**config.mk**
```make
export PLATFORM = sky130hd
export DESIGN_NAME = key_code_assembler
export DESIGN_NICKNAME = d
export VERILOG_FILES = /design/src/rtl/key_code_assembler.sv
export SDC_FILE = /design/constraint.sdc
export NUM_CORES = 1
export LEC_CHECK = 0
export CAP_MARGIN = 20
export CORE_MARGIN = 8
export CORE_UTILIZATION = 40
export DETAILED_ROUTE_END_ITERATION = 10
export MAX_ROUTING_LAYER = met4
export PLACE_DENSITY = 0.6
export SLEW_MARGIN = 20
export SYNTH_ARGS = -nofsm -noshare
export SYNTH_HDL_FRONTEND = slang
export SYNTH_SLANG_ARGS = --single-unit
export TNS_END_PERCENT = 50
```
**constraint.sdc**
```tcl
create_clock -name clk -period 2.1 [get_ports clk]
set_input_delay 0.42 -clock clk [delete_from_list [all_inputs] [get_ports clk]]
set_output_delay 0.42 -clock clk [all_outputs]
set_load 0.01 [all_outputs]
```
**src/rtl/key_code_assembler.sv**
```systemverilog
// Keypad code assembler: synchronized, edge-detected key entry into a code register.
// Define KEY_TIMEOUT_EN to abandon entries left idle for TIMEOUT_CYC cycles.
module key_code_assembler #(
  parameter int NKEYS       = 2,
  parameter int DIGITS      = 4,
  parameter int TIMEOUT_CYC = 1000000,
  localparam int DW = $clog2(NKEYS),
  localparam int CW = $clog2(DIGITS + 1)
) (
  input  logic                 clk,
  input  logic                 rst,
  input  logic [NKEYS+1:0]     keypad,
  input  logic                 code_ready,
  output logic [DIGITS*DW-1:0] code,
  output logic                 code_valid,
  output logic [CW-1:0]        count,
  output logic                 timeout
);

  localparam int KW = NKEYS + 2;
  localparam int XW = DIGITS * DW;

  typedef enum logic [1:0] {
    IDLE,
    ENTRY,
    FULL
  } state_t;

  logic [KW-1:0] meta, sync, prev;
  logic          live, armed;
  logic          strobe, accept;
  logic [DW-1:0] key_idx;
  logic          ev_dig, ev_del, ev_clr;
  logic [DW-1:0] ev_key;

  state_t        state, state_n;
  logic [XW-1:0] code_q, code_n;
  logic [CW-1:0] count_q, count_n;

  // armed stays low until the synchronizer has seen an empty keypad after
  // reset, so a key held through reset release never strobes
  always_ff @(posedge clk) begin
    if (rst) begin
      meta  <= '0;
      sync  <= '0;
      prev  <= '0;
      live  <= 1'b0;
      armed <= 1'b0;
    end else begin
      meta  <= keypad;
      sync  <= meta;
      prev  <= sync;
      live  <= 1'b1;
      armed <= armed | (live & ~|meta);
    end
  end

  assign strobe = armed & (|sync) & ~(|prev);
  assign accept = strobe & $onehot(sync);

  always_comb begin
    key_idx = '0;
    for (int i = 0; i < NKEYS; i++) begin
      if (sync[i]) key_idx = DW'(i);
    end
  end

  always_ff @(posedge clk) begin
    if (rst) begin
      ev_dig <= 1'b0;
      ev_del <= 1'b0;
      ev_clr <= 1'b0;
      ev_key <= '0;
    end else begin
      ev_dig <= accept & (|sync[NKEYS-1:0]);
      ev_del <= accept & sync[NKEYS];
      ev_clr <= accept & sync[NKEYS+1];
      ev_key <= key_idx;
    end
  end

`ifdef KEY_TIMEOUT_EN
  localparam int TW = $clog2(TIMEOUT_CYC + 1);
  logic [TW-1:0] timer, timer_n;
  logic          fire, timeout_q;
`endif

  always_ff @(posedge clk) begin
    if (rst) begin
      state   <= IDLE;
      code_q  <= '0;
      count_q <= '0;
`ifdef KEY_TIMEOUT_EN
      timer     <= '0;
      timeout_q <= 1'b0;
`endif
    end else begin
      state   <= state_n;
      code_q  <= code_n;
      count_q <= count_n;
`ifdef KEY_TIMEOUT_EN
      timer     <= timer_n;
      timeout_q <= fire;
`endif
    end
  end

  always_comb begin
    state_n = state;
    code_n  = code_q;
    count_n = count_q;
`ifdef KEY_TIMEOUT_EN
    fire    = 1'b0;
`endif
    if (state == FULL && code_ready) begin
      state_n = IDLE;
      code_n  = '0;
      count_n = '0;
    end else if (ev_clr) begin
      state_n = IDLE;
      code_n  = '0;
      count_n = '0;
    end else if (ev_dig && state != FULL) begin
      code_n  = (code_q << DW) | XW'(ev_key);
      count_n = count_q + CW'(1);
      state_n = (count_q == CW'(DIGITS - 1)) ? FULL : ENTRY;
    end else if (ev_del && state == ENTRY) begin
      code_n  = code_q >> DW;
      count_n = count_q - CW'(1);
      state_n = (count_q == CW'(1)) ? IDLE : ENTRY;
`ifdef KEY_TIMEOUT_EN
    end else if (state == ENTRY && timer == TW'(TIMEOUT_CYC - 1)) begin
      state_n = IDLE;
      code_n  = '0;
      count_n = '0;
      fire    = 1'b1;
`endif
    end
`ifdef KEY_TIMEOUT_EN
    timer_n = '0;
    if (state == ENTRY && state_n == ENTRY &&
        !(ev_dig || ev_del || ev_clr))
      timer_n = timer + TW'(1);
`endif
  end

  always_comb begin
    code       = code_q;
    count      = count_q;
    code_valid = (state == FULL);
`ifdef KEY_TIMEOUT_EN
    timeout    = timeout_q;
`else
    timeout    = 1'b0;
`endif
  end

endmodule

```
=== Yosys cells after proc, flatten, opt, wreduce, memory -nomap -nowiden ===
Index checks and enable logic that the tools add are counted.

* Add/subtract/negate cells: 5
* Eq/ne operators: 6
* Mux-type cells: 10
* Bitwise operators: 10
* Reductions and logical operators: 10

{| class="wikitable"
|+ Operators with widths
! operator !! number
|-
| $reduce_or 4->1 || 3
|-
| $mux 4 || 2
|-
| $and 1x1->1 || 7
|-
| $eq 3x1->1 const B || 2
|-
| $mux 2 || 3
|-
| $mux 3 || 2
|-
| $add 1x1->2 || 2
|-
| $or 4x1->4 || 1
|-
| $add 2x2->3 || 1
|-
| $add 3x1->3 const B || 1
|-
| $eq 3x2->1 const B || 1
|-
| $logic_and 1x1->1 || 3
|-
| $mux 1 || 3
|-
| $reduce_or 3->1 || 1
|-
| $sub 3x1->3 const B || 1
|-
| $eq 2x1->1 const B || 1
|-
| $eq 2x2->1 const B || 1
|-
| $ne 2x2->1 const B || 1
|-
| $reduce_bool 2->1 || 1
|-
| $reduce_or 2->1 || 1
|-
| $logic_not 1->1 || 1
|-
| $not 1->1 || 1
|-
| $or 1x1->1 || 1
|}

* Flip-flop bits (word level): 27
* Output and inout bits: 9

=== Logic depth before layout (Yosys ltp) ===
* Depth after elaboration: 5
* Mapped depth: 8
* Depth with buffers taken out: 8

=== Worst setup path before layout ===
Ideal clock, no wire load.

* Path type: reg2reg
* Start point: reg sync[0]
* End point: reg ev_clr
* Data arrival time: 1808 ps
* Data required time: 2034 ps
* Path slack: 226 ps
* Stages on the path, launching flop included: 9
* Cell sequence: dfxtp_1 -> inv_1 -> fa_1 -> inv_1 -> ha_1 -> ha_1 -> nor4b_1 -> nand4_1 -> nor2_1

* Word-level cells in the longest chain between the ends: 5
* Elaborated cells between the ends (all ways): 8
* Classes of those cells: add/sub (2); eq/ne (1); bitwise (4); reduce/logical (1)

{| class="wikitable"
|+ Ends and longest elaborated chain
! what !! line !! source
|-
| start, declared || 29 || <nowiki>logic [KW-1:0] meta, sync, prev;</nowiki>
|-
| start signal, assigned || 51 || <nowiki>sync <= meta;</nowiki>
|-
| $add 1x1->2 (not written as such) / $reduce_or 4->1 (equally long branches) || 59, 58 ||
|-
| $add 2x2->3 (not written as such) / $and 1x1->1 (equally long branches) || 59, 58 ||
|-
| $eq 3x1->1 / $and 1x1->1 (equally long branches) || 59, 58 ||
|-
| $and 1x1->1 * || 59 || <nowiki>assign accept = strobe & $onehot(sync);</nowiki>
|-
| $and 1x1->1 * || 77 || <nowiki>ev_clr <= accept & sync[NKEYS+1];</nowiki>
|-
| end signal, assigned || 77 ||
|-
| end, declared || 33 || <nowiki>logic ev_dig, ev_del, ev_clr;</nowiki>
|}

Mark *: on every way between the ends. The rest lies on a longest branch, timed or not.
A chain may end at the register's enable or synchronous reset.

=== Worst setup path after layout ===
* Start point: reg sync[1]
* End point: reg ev_dig

* Word-level cells in the longest chain between the ends: 5
* Elaborated cells between the ends (all ways): 9
* Classes of those cells: add/sub (2); eq/ne (1); bitwise (4); reduce/logical (2)

{| class="wikitable"
|+ Ends and longest elaborated chain
! what !! line !! source
|-
| $add 1x1->2 (not written as such) / $reduce_or 4->1 (equally long branches) || 59, 58 ||
|-
| $add 2x2->3 (not written as such) / $and 1x1->1 (equally long branches) || 59, 58 ||
|-
| $eq 3x1->1 / $and 1x1->1 (equally long branches) || 59, 58 ||
|-
| $and 1x1->1 || 59 ||
|-
| $and 1x1->1 * || 75 || <nowiki>ev_dig <= accept & (|sync[NKEYS-1:0]);</nowiki>
|-
| end signal, assigned || 75 ||
|-
| end, declared || 33 ||
|}

Marks and branches as above.

==> results.py <==
metrics = {
    "placement": {
        "port_buffers": 14,
        "hpwlAfterDp_um": 1350,
        "finalWeightedCongestion": 0.818,
        "dp_slack_ns": 0.0753,
    },
    "routing": {
        "detail_route.wl_per_cell_um": 11.8,
        "first_iter_violations": 25,
        "drt-vias-per-instance": 4.64,
        "routed_wirelength_um": 1820,
        "vias": 715,
        "route.detailed.drc": 0,
        "ant_nets": 0,
        "first_pass_iters": 4,
    },
    "clock_tree": {
        "cts_tree": "done",
        "cts.sinks": 26,
        "cts_buffers": 3,
        "root_buffer": "clkbuf_4",
        "cts_hold_buf": 0,
        "cts_buffer_depth": 2,
        "clock_latency_ns": 0.32,
        "clkTransAtPathRegs_ns": 0.14,
        "cts_max_level": 1,
    },
    "synth": {
        "syn_nets": 123,
        "ys_seq_area_share_pct": 49.5,
        "ys_async_sr_fraction_pct": 0,
        "netlist_area_mm2": 0.00105,
        "ys.flop_type": "dfxtp_1",
        "yosys.area.top_type_share_pct": 49.5,
        "synth_cell_types": 29,
        "synth_largest_area_cell": "dfxtp_1",
        "synth_seq_cells": 26,
        "yosys_warnings": 0,
        "synth.avg_cell_area_um2": 9.74,
        "synth_edf_count": 0,
        "synth_cells": 108,
        "synth_area_leaders": "dfxtp_1 49%, ha_1 8.3%, nor2_1 6.1%",
    },
    "die": {
        "ioPinCount": 16,
        "coreArea_mm2": 0.00248,
        "rows": 18,
        "initial_core_util_pct": 42.5,
        "die_x_um": 67.3,
        "die_h_um": 67.3,
        "fp.dieArea_mm2": 0.00453,
    },
    "critical_path": {
        "critPathArrivalTime_ns": 2.22,
        "critical_path_required_ns": 2.37,
        "cp-start-kind": "flop",
        "worstSetupEndpointType": "flop",
        "critPathMaxFanout": 3,
        "crit_type": "reg2reg",
    },
    "global_route": {
        "grt-ovfl-total": 0,
        "grt_pass1_vias": 686,
        "antenna_found_initial": 0,
        "grt_pass1_wl_um": 3020,
        "track_usage_pct": 9.08,
        "grt_max_degree": 16,
    },
    "run": {
        "cap_violations": 0,
    },
    "timing": {
        "fin_ws_ns": 0.148,
        "skew_ns": 0.00329,
        "final-max-slew-violation-count": 0,
        "fmax_ghz": 0.512,
        "final_hold_viol_count": 0,
        "rsz0062_at_grt": "no",
        "finalCriticalPeriod_ns": 1.95,
        "setup_viol": 0,
        "period_share_pct": 93.0,
        "fin_tns_setup_ns": 0,
        "hold_ws_ns": 0.471,
    },
    "power": {
        "leakagePower_uw": 0.000509,
        "power_density_mw_per_mm2": 699,
        "ir_drop_uv": 498,
    },
    "final_layout": {
        "final_cell_mix": "25 x dfxtp_1, 17 x nor2_1, 14 x clkdlybuf4s50_1",
        "fin_nets": 140,
        "syn2layout_area_growth_pct": 24.6,
        "regArea_um2": 522,
        "fillers": 234,
        "multi_input_area_um2": 499,
        "final_common_cell": "dfxtp_1",
        "drive_gt1_share_pct": 12.1,
        "antenna_cells": 0,
    },
    "worst_hold_path": {
        "hp-class": "reg2reg",
    },
    "run_status": {
        "status": "completed",
    },
}
==> critical path, cell delays in order, from the launching register on <==
cell,delay (ns)
dfxtp_2,0.35
inv_2,0.04
fa_1,0.54
inv_2,0.05
ha_4,0.15
ha_4,0.24
nor4b_4,0.25
nand4_1,0.16
nor2_1,0.13
==> metal layers <==
metal / vias to the layer above / part of all wire (%) / wire length [um] / GRT usage, %
li1: 378 / - / - / -
met1: 319 / 51 / 927 / 11.5
met2: 16 / 42 / 765 / 12.2
met3: 2 / 5.9 / 107 / 4.14
met4: 0 / 0.99 / 18 / 3.66
met5: - / 0 / 0 / -
==> power breakdown <==
group / internal, uW / total, uW / leakage, uW / switching [uW]
registers: 506 / 513 / 0.000212 / 6.40
logic: 34.7 / 61.1 / 0.000268 / 26.3
clock network: 193 / 342 / 0.0000279 / 149
==> synth_stat cells, drive strengths merged (2+ instances only) <==
library cell,n
inv,12
a211oi,3
nor2b,8
a21oi,6
a22oi,2
nand2,5
dfxtp,26
xnor2,2
nor2,17
ha,7
mux2i,3
buf,3
==> registers in the layout (all words and copies together) (netlist names), 2 cells and up <==
| name | count |
|---|---|
| code | 4 |
| meta | 4 |
| prev | 4 |
| sync | 4 |
| count | 3 |
| state | 2 |
==> final cells by class <==
type | instances | area share (%)
Clock inverter | 1 | 2.29
Sequential cell | 26 | 39.8
Inverter | 12 | 3.44
Timing Repair Buffer | 16 | 11.8
Clock buffer | 3 | 1.72
Multi-Input combinational cell | 66 | 38.1
Tap cell | 30 | 2.86
==> worst paths after layout <==
| kind | cells after the start | endpoint | slack (ns) | start |
|---|---|---|---|---|
| worst min register to register | 1 | sync[1] | 0.47 | meta[1] |
| worst max-delay path | 8 | ev_dig | 0.15 | sync[1] |
| worst min-delay path | 1 | sync[1] | 0.47 | meta[1] |
| worst max register to register | 8 | ev_dig | 0.15 | sync[1] |
==> metrics by stage <==
stage                     area [um2]  power, uW  utilization, %  instances
after floorplan                 1050        553               -        108
after global placement          1210        570            48.8        149
after detailed placement        1210        573            48.8        149
after CTS                       1260        913            51.0        153
after global routing            1310        964            52.9        154
final                           1310        916            52.9        154
==> kinds of logic (layout without fill, tap and decap cells) <==
family          Yosys count  count (layout)  share of synthesized area, %
xor+xnor                  2               2                          1.66
flops                    26              26                          49.5
other cells               1               1                         0.356
fa+ha+maj                 8               8                          10.2
simple gates             38              38                          18.0
compound gates           14              14                          10.6
mux                       3               3                          2.85
buf+inv                  16              32                          6.90
==> repair_timing <==
item                                   4_1_cts  5_1_grt
setup buffers                                0        1
setup endpoints to repair                    0        3
resized for setup                            0        8
endpoints found under the hold margin        0        0
Note: power is estimated with default switching activity, not from simulation.
